**config.mk**
```make
export PLATFORM = sky130hd
export DESIGN_NAME = spart_rx_flat
export DESIGN_NICKNAME = d
export VERILOG_FILES = /design/src/rtl/spart_pkg.sv /design/src/rtl/spart_rx_if.sv /design/src/rtl/spart_bit_timer.sv /design/src/rtl/spart_rx.sv /design/src/flat_wrapper.sv
export SDC_FILE = /design/constraint.sdc
export NUM_CORES = 1
export LEC_CHECK = 0
export BUFFER_PORTS_ARGS = -buffer_cell sky130_fd_sc_hd__buf_2
export CAP_MARGIN = 10
export CORE_ASPECT_RATIO = 0.6
export CORE_MARGIN = 4
export CORE_UTILIZATION = 35
export CTS_BUF_LIST = sky130_fd_sc_hd__clkbuf_16
export CTS_CLUSTER_DIAMETER = 200
export DETAILED_ROUTE_END_ITERATION = 16
export GPL_TIMING_DRIVEN = 0
export PLACE_DENSITY = 0.51
export SLEW_MARGIN = 10
export SYNTH_ARGS = -nofsm -noshare
export SYNTH_HDL_FRONTEND = slang
export SYNTH_SLANG_ARGS = --single-unit
```
**constraint.sdc**
```tcl
create_clock -name clk -period 3.9 [get_ports clk]
set_clock_uncertainty 0.1 [all_clocks]
set_input_delay 0.39 -clock clk [delete_from_list [all_inputs] [get_ports clk]]
set_output_delay 0.39 -clock clk [all_outputs]
set_load 0.1 [all_outputs]
```
**src/rtl/spart_pkg.sv**
```systemverilog
// Shared SPART definitions: receiver states, frame constants, register map.
package spart_pkg;

  typedef enum logic [2:0] {
    IDLE,
    START,
    DATA,
    STOP,
    WAIT_IDLE
  } rx_state_t;

  localparam int DATA_BITS = 8;
  localparam int MIN_DIV   = 4;

  localparam logic [1:0] ADDR_BUF  = 2'b00;
  localparam logic [1:0] ADDR_STAT = 2'b01;
  localparam logic [1:0] ADDR_DBL  = 2'b10;
  localparam logic [1:0] ADDR_DBH  = 2'b11;

  // Divisors below the floor are too short to find mid-bit, so they are raised to it
  function automatic logic [15:0] clamp_div(input logic [15:0] divisor,
                                            input logic [15:0] min_div);
    return (divisor < min_div) ? min_div : divisor;
  endfunction

endpackage

```
**src/rtl/spart_rx_if.sv**
```systemverilog
// Bus-side view of the SPART receiver: divisor in, buffer and status out.
interface spart_rx_if #(
  parameter int DATA_BITS = 8
);
  logic [15:0]          divisor;
  logic                 rd_ack;
  logic [DATA_BITS-1:0] rx_data;
  logic                 rda;
  logic                 frame_err;
  logic                 overrun;

  modport master (
    output divisor,
    output rd_ack,
    input  rx_data,
    input  rda,
    input  frame_err,
    input  overrun
  );

  modport slave (
    input  divisor,
    input  rd_ack,
    output rx_data,
    output rda,
    output frame_err,
    output overrun
  );
endinterface

```
**src/rtl/spart_bit_timer.sv**
```systemverilog
// Loadable 16-bit down-counter that paces bit sampling; tick is high while it sits at zero.
module spart_bit_timer (
  input  logic        clk,
  input  logic        rst,
  input  logic        load,
  input  logic [15:0] load_val,
  output logic        tick
);
  logic [15:0] cnt;

  // Reload on request, otherwise count down and park at zero
  always_ff @(posedge clk or negedge rst) begin
    if (!rst) begin
      cnt <= 16'd0;
    end else if (load) begin
      cnt <= load_val;
    end else if (cnt != 16'd0) begin
      cnt <= cnt - 16'd1;
    end
  end

  assign tick = (cnt == 16'd0);
endmodule

```
**src/rtl/spart_rx.sv**
```systemverilog
// SPART receive engine: recovers 8N1 frames from rxd and presents bytes with rda/error flags.
module spart_rx #(
  parameter int DATA_BITS = spart_pkg::DATA_BITS,
  parameter int MIN_DIV   = spart_pkg::MIN_DIV
) (
  input logic       clk,
  input logic       rst,
  input logic       rxd,
  spart_rx_if.slave bus
);
  import spart_pkg::*;

  localparam int BW = $clog2(DATA_BITS);

  logic                 sync1;
  logic                 rxs;
  rx_state_t            state;
  rx_state_t            state_next;
  logic [15:0]          d_eff;
  logic [15:0]          div_q;
  logic                 tick;
  logic                 timer_load;
  logic [15:0]          timer_val;
  logic                 latch_div;
  logic                 clr_bit;
  logic                 shift_en;
  logic                 done_ok;
  logic                 done_err;
  logic [BW-1:0]        bitcnt;
  logic [DATA_BITS-1:0] shreg;
  logic [DATA_BITS-1:0] rx_data_q;
  logic                 rda_q;
  logic                 frame_err_q;
  logic                 overrun_q;

  assign d_eff = clamp_div(bus.divisor, 16'(MIN_DIV));

  spart_bit_timer u_timer (
    .clk      (clk),
    .rst      (rst),
    .load     (timer_load),
    .load_val (timer_val),
    .tick     (tick)
  );

  // Two-flop synchronizer; resets to the idle (high) line level
  always_ff @(posedge clk or negedge rst) begin
    if (!rst) begin
      sync1 <= 1'b1;
      rxs   <= 1'b1;
    end else begin
      sync1 <= rxd;
      rxs   <= sync1;
    end
  end

  // Receiver state register
  always_ff @(posedge clk or negedge rst) begin
    if (!rst) begin
      state <= IDLE;
    end else begin
      state <= state_next;
    end
  end

  // Next-state and per-cycle control strobes; half a bit to the start centre, then whole bits
  always_comb begin
    state_next = state;
    timer_load = 1'b0;
    timer_val  = 16'd0;
    latch_div  = 1'b0;
    clr_bit    = 1'b0;
    shift_en   = 1'b0;
    done_ok    = 1'b0;
    done_err   = 1'b0;
    case (state)
      IDLE: begin
        if (!rxs) begin
          state_next = START;
          timer_load = 1'b1;
          timer_val  = d_eff >> 1;
          latch_div  = 1'b1;
        end
      end
      START: begin
        if (tick) begin
          if (!rxs) begin
            state_next = DATA;
            timer_load = 1'b1;
            timer_val  = div_q - 16'd1;
            clr_bit    = 1'b1;
          end else begin
            state_next = IDLE;
          end
        end
      end
      DATA: begin
        if (tick) begin
          shift_en   = 1'b1;
          timer_load = 1'b1;
          timer_val  = div_q - 16'd1;
          if (bitcnt == BW'(DATA_BITS - 1)) begin
            state_next = STOP;
          end
        end
      end
      STOP: begin
        if (tick) begin
          if (rxs) begin
            done_ok    = 1'b1;
            state_next = IDLE;
          end else begin
            done_err   = 1'b1;
            state_next = WAIT_IDLE;
          end
        end
      end
      WAIT_IDLE: begin
        if (rxs) begin
          state_next = IDLE;
        end
      end
      default: begin
        state_next = IDLE;
      end
    endcase
  end

  // Frame datapath: divisor captured per frame, bit counter, LSB-first shift register
  always_ff @(posedge clk or negedge rst) begin
    if (!rst) begin
      div_q  <= 16'd0;
      bitcnt <= '0;
      shreg  <= '0;
    end else begin
      if (latch_div) begin
        div_q <= d_eff;
      end
      if (clr_bit) begin
        bitcnt <= '0;
      end else if (shift_en) begin
        bitcnt <= bitcnt + BW'(1);
      end
      if (shift_en) begin
        shreg <= {rxs, shreg[DATA_BITS-1:1]};
      end
    end
  end

  // Bus-visible buffer and flags; a completing frame overrides a simultaneous read
  always_ff @(posedge clk or negedge rst) begin
    if (!rst) begin
      rx_data_q   <= '0;
      rda_q       <= 1'b0;
      frame_err_q <= 1'b0;
      overrun_q   <= 1'b0;
    end else begin
      if (bus.rd_ack) begin
        rda_q       <= 1'b0;
        frame_err_q <= 1'b0;
        overrun_q   <= 1'b0;
      end
      if (done_ok) begin
        rx_data_q <= shreg;
        rda_q     <= 1'b1;
        if (rda_q && !bus.rd_ack) begin
          overrun_q <= 1'b1;
        end
      end
      if (done_err) begin
        frame_err_q <= 1'b1;
      end
    end
  end

  assign bus.rx_data   = rx_data_q;
  assign bus.rda       = rda_q;
  assign bus.frame_err = frame_err_q;
  assign bus.overrun   = overrun_q;
endmodule
```
**src/flat_wrapper.sv**
```systemverilog
// flat-port wrapper written by rule: the top's interface ports become plain ports
module spart_rx_flat import spart_pkg::*;
#(
  parameter int DATA_BITS = spart_pkg::DATA_BITS,
  parameter int MIN_DIV   = spart_pkg::MIN_DIV
)
  (clk, rst, rxd, bus_divisor, bus_rd_ack, bus_rx_data, bus_rda, bus_frame_err, bus_overrun);
  spart_rx_if #(.DATA_BITS(DATA_BITS)) bus_i ();
  input logic clk;
  input logic rst;
  input logic rxd;
  input wire logic [$bits(bus_i.divisor)-1:0] bus_divisor;
  input wire logic [$bits(bus_i.rd_ack)-1:0] bus_rd_ack;
  output wire logic [$bits(bus_i.rx_data)-1:0] bus_rx_data;
  output wire logic [$bits(bus_i.rda)-1:0] bus_rda;
  output wire logic [$bits(bus_i.frame_err)-1:0] bus_frame_err;
  output wire logic [$bits(bus_i.overrun)-1:0] bus_overrun;
  assign bus_i.divisor = bus_divisor;
  assign bus_i.rd_ack = bus_rd_ack;
  assign bus_rx_data = bus_i.rx_data;
  assign bus_rda = bus_i.rda;
  assign bus_frame_err = bus_i.frame_err;
  assign bus_overrun = bus_i.overrun;
  spart_rx #(.DATA_BITS(DATA_BITS), .MIN_DIV(MIN_DIV)) u_core (.clk(clk), .rst(rst), .rxd(rxd), .bus(bus_i));
endmodule
```
==> impl_metrics.prom <==
# TYPE chip_impl_metric gauge
chip_impl_info{name="status",value="finished clean"} 1
chip_impl_info{name="synth_top_cells_by_count",value="dfrtp_1 (57), nand2_1 (54), mux2_2 (17), nor2_1 (17), xnor2_1 (14)"} 1
chip_impl_metric{name="post-synth-top-area-fraction",unit=""} 0.488
chip_impl_metric{name="crit_path_max_fanout",unit=""} 10
chip_impl_info{name="synthDominantAreaCellType",value="dfrtp_1"} 1
chip_impl_info{name="ys_top_cells_by_area",value="dfrtp_1 (49%), nand2_1 (6.9%), mux2_2 (6.5%)"} 1
chip_impl_metric{name="gr-usage-all-layers",unit=""} 0.156
chip_impl_metric{name="dp_hpwl",unit="mm"} 5.35
chip_impl_metric{name="worst-r2r-cell-count",unit=""} 6
chip_impl_metric{name="synth_seq_area_share",unit=""} 0.506
chip_impl_metric{name="timing.critical_path.arrival",unit="ns"} 2.68
chip_impl_metric{name="finish.cell_count_without_fillers",unit=""} 436
chip_impl_metric{name="grt_start_max_net_pins",unit=""} 60
chip_impl_metric{name="drt_iter0_drc",unit=""} 184
chip_impl_info{name="ys_dominant_reg_cell",value="dfrtp_1"} 1
chip_impl_metric{name="synth_enable_flop_cells",unit=""} 0
chip_impl_metric{name="floorplan.initialDensity",unit=""} 0.365
chip_impl_metric{name="finalCritPeriodShare",unit=""} 0.666
chip_impl_metric{name="totalNegativeSetupSlack",unit="ns"} 0
chip_impl_metric{name="floorplan.die_area",unit="sq um"} 9920
chip_impl_metric{name="drive_gt1_frac",unit=""} 0.235
chip_impl_metric{name="postSynthCellCount",unit=""} 283
chip_impl_metric{name="row_count",unit=""} 25
chip_impl_info{name="nature_of_the_critical_path_startpoint",value="flip-flop"} 1
chip_impl_metric{name="vias_in_the_first_global_route",unit=""} 2150
chip_impl_metric{name="slack_of_the_critical_path",unit="ns"} 1.30
chip_impl_info{name="critical_path.endpoint_type",value="flip-flop"} 1
chip_impl_metric{name="postRouteWirelength",unit="mm"} 7.37
chip_impl_metric{name="antenna_violations_before_repair",unit=""} 0
chip_impl_info{name="worstReg2RegEnd",value="u_core.u_timer.cnt[0]$_DFFE_PN0P_"} 1
chip_impl_metric{name="antenna-diode-count",unit=""} 0
chip_impl_metric{name="die_width",unit="microns"} 126
chip_impl_metric{name="clk_pin_slew",unit="ns"} 0.05
chip_impl_metric{name="cp_data_required_time",unit="ns"} 3.98
chip_impl_metric{name="floorplan.io_pins",unit=""} 31
chip_impl_metric{name="gr-total-overflow",unit=""} 0
chip_impl_info{name="clock_root_buffer",value="clkbuf_16"} 1
chip_impl_metric{name="p_leak",unit="uW"} 0.00163
chip_impl_metric{name="first_pass_grt_wire_length",unit="mm"} 11.8
chip_impl_metric{name="numCtsBuffers",unit=""} 9
chip_impl_metric{name="max_cap_violations",unit=""} 0
chip_impl_metric{name="regToRegSetupSlack",unit="ns"} 1.30
chip_impl_metric{name="yosysUniqueCellTypes",unit=""} 49
chip_impl_metric{name="ratio_of_routed_vias_to_standard_cells",unit=""} 5.21
chip_impl_metric{name="worst_ir_drop_vdd",unit="V"} 0.000248
chip_impl_metric{name="core_area",unit="sq um"} 8010
chip_impl_metric{name="cts_num_sinks",unit=""} 59
chip_impl_metric{name="dieHeight",unit="microns"} 78.8
chip_impl_metric{name="synth.cell_area",unit="sq um"} 2920
chip_impl_metric{name="design_power_total",unit="uW"} 1990
chip_impl_metric{name="drt_pre_antenna_iters",unit=""} 5
chip_impl_metric{name="postCtsSetupRepairBufs",unit=""} 0
chip_impl_metric{name="max_freq",unit="GHz"} 0.385
chip_impl_metric{name="timing_max_transition_violations_final",unit=""} 0
chip_impl_info{name="most_frequent_cell_after_synthesis",value="dfrtp_1"} 1
chip_impl_metric{name="slew-limit-headroom",unit=""} 0.494
chip_impl_info{name="tritoncts",value="built"} 1
chip_impl_metric{name="cts_max_path_buffers",unit=""} 2
chip_impl_metric{name="dr_total_vias",unit=""} 2272
chip_impl_metric{name="final_util",unit=""} 0.445
chip_impl_metric{name="route.detailed.drc",unit=""} 0
chip_impl_metric{name="ctsHtreeMaxLevel",unit=""} 3
chip_impl_metric{name="syn_nets",unit=""} 308
chip_impl_metric{name="layout.nets",unit=""} 349
chip_impl_info{name="worst_hold_path_type",value="in -> async"} 1
chip_impl_metric{name="cts_hold_repair.buffers",unit=""} 0
chip_impl_metric{name="postSynth.asyncResetShare",unit=""} 1.00
chip_impl_metric{name="layout-area-overhead-vs-synth",unit="%"} 22.0
chip_impl_info{name="r2r-start",value="u_core.u_timer.cnt[4]$_DFFE_PN0P_"} 1
chip_impl_metric{name="portBuffers",unit=""} 30
chip_impl_metric{name="transition_time_at_the_pin_with_the_least_slew_margin",unit="ns"} 0.759
chip_impl_metric{name="synth.avg_cell_area",unit="sq um"} 10.3
chip_impl_info{name="rsz_0062_raised_after_global_routing",value="false"} 1
chip_impl_metric{name="postRouteAntennaNets",unit=""} 0
chip_impl_metric{name="yosysWarnings",unit=""} 0
chip_impl_metric{name="filler_cell_count",unit=""} 765
chip_impl_metric{name="ys_ff_latch",unit=""} 59
chip_impl_metric{name="p_per_area",unit="nW/um^2"} 557
chip_impl_metric{name="report.final.hold_viol_count",unit=""} 0
chip_impl_metric{name="post_cts.resized_instances",unit=""} 0
chip_impl_metric{name="pre_cts_slack",unit="ns"} 1.35
chip_impl_metric{name="place.detailed.instances",unit=""} 421
chip_impl_metric{name="wl_per_cell",unit="microns"} 16.9
chip_impl_metric{name="clock_latency",unit="ns"} 0.33
chip_impl_metric{name="setup-violations-final",unit=""} 0
chip_impl_info{name="crit_type",value="reg -> reg"} 1
chip_impl_metric{name="period_minus_slack",unit="ns"} 2.60
chip_impl_metric{name="gp_congestion",unit=""} 0.773
==> cell usage in the layout (no fill, tap or decap), drive strengths merged, types with 3 or more instances in the layout <==
master,netlist,layout
dfrtp,57,57
nand2,54,54
buf,3,33
nor2,17,17
mux2,17,17
clkbuf,7,16
xnor2,14,14
o211ai,11,11
nor3,11,11
xor2,9,9
nor4,9,9
inv,8,8
o21ai,8,8
or3,7,7
ha,5,5
bufinv,0,4
nand4,3,3
o22ai,3,3
a21o,3,3
a21oi,3,3
nand3,3,3
or4,3,3
o41ai,3,3
==> worst max path at each step <==
stage                                        end                              start  slack [ns]  cells past startpoint
6_report       u_core.u_timer.cnt[0]$_DFFE_PN0P_  u_core.u_timer.cnt[4]$_DFFE_PN0P_        1.30                      6
5_1_grt        u_core.u_timer.cnt[0]$_DFFE_PN0P_  u_core.u_timer.cnt[4]$_DFFE_PN0P_        1.14                      6
4_1_cts        u_core.u_timer.cnt[0]$_DFFE_PN0P_  u_core.u_timer.cnt[4]$_DFFE_PN0P_        1.32                      6
3_5_place_dp   u_core.u_timer.cnt[0]$_DFFE_PN0P_  u_core.u_timer.cnt[4]$_DFFE_PN0P_        1.35                      6
3_3_place_gp   u_core.u_timer.cnt[0]$_DFFE_PN0P_  u_core.u_timer.cnt[4]$_DFFE_PN0P_        1.32                      6
2_1_floorplan        u_core.shreg[0]$_DFFE_PN0P_  u_core.u_timer.cnt[0]$_DFFE_PN0P_        1.73                      8
==> layer usage <==
metal / part of all wire / routed length, microns / global-route usage / vias to the layer above
li1: - / - / - / 1093
met1: 0.53 / 3930 / 0.249 / 1110
met5: 0 / 0 / 0 / -
met2: 0.39 / 2880 / 0.192 / 59
met4: 0.013 / 95 / 0.0578 / 0
met3: 0.063 / 467 / 0.0437 / 10
==> sequential cells by signal (all words and copies together) (netlist names) <==
| name | cells |
|---|---|
| u_core.bitcnt | 3 |
| u_core.bus.frame_err | 1 |
| u_core.sync1 | 1 |
| u_core.bus.overrun | 1 |
| u_core.div_q | 16 |
| u_core.bus.rx_data | 8 |
| u_core.u_timer.cnt | 16 |
| u_core.state | 3 |
| u_core.bus.rda | 1 |
| u_core.rxs | 1 |
| u_core.shreg | 8 |
==> area by class of cell <==
type,count,area [sq um],area share
multi-input cells,206,1370,0.384
clock buffers,9,225,0.0632
inverters,8,30.0,0.00842
well taps,108,135,0.0379
repair buffers,30,153,0.0428
flip-flops and latches,59,1480,0.415
clock inverters,6,129,0.0362
plain buffers,10,43.8,0.0123
==> power breakdown <==
group	internal [uW]	switching, uW	leakage [uW]
clock network	681	275	0.000173
registers	682	96.8	0.000741
logic	119	132	0.000713
==> critical path, cell delays in order, from the launching register on <==
cell and delay [ns]:
dfrtp_1 0.44, nor4_4 0.52, nand4_1 0.30, or3_1 0.52, buf_2 0.25, a21oi_1 0.19
o221ai_1 0.12
==> metrics by stage <==
stage | hold WS (ns) | area [sq um]
after floorplan | -0.00559 | 2920
after global routing | 0.0450 | 3560
after detailed placement | 0.248 | 3210
final | 0.0144 | 3560
after CTS | 0.0473 | 3560
after global placement | 0.246 | 3210
==> cells by family after synthesis <==
logic type                 Yosys count  synth area share
DFF                                 59             0.506
buffers and inverters               18            0.0253
adders and majority gates            5            0.0214
xor gates and xnor gates            23            0.0689
and+or+nand+nor                    117             0.201
AOI/OAI and AO/OA                   43             0.109
muxes                               18            0.0689
(Power assumes the default switching activity.)
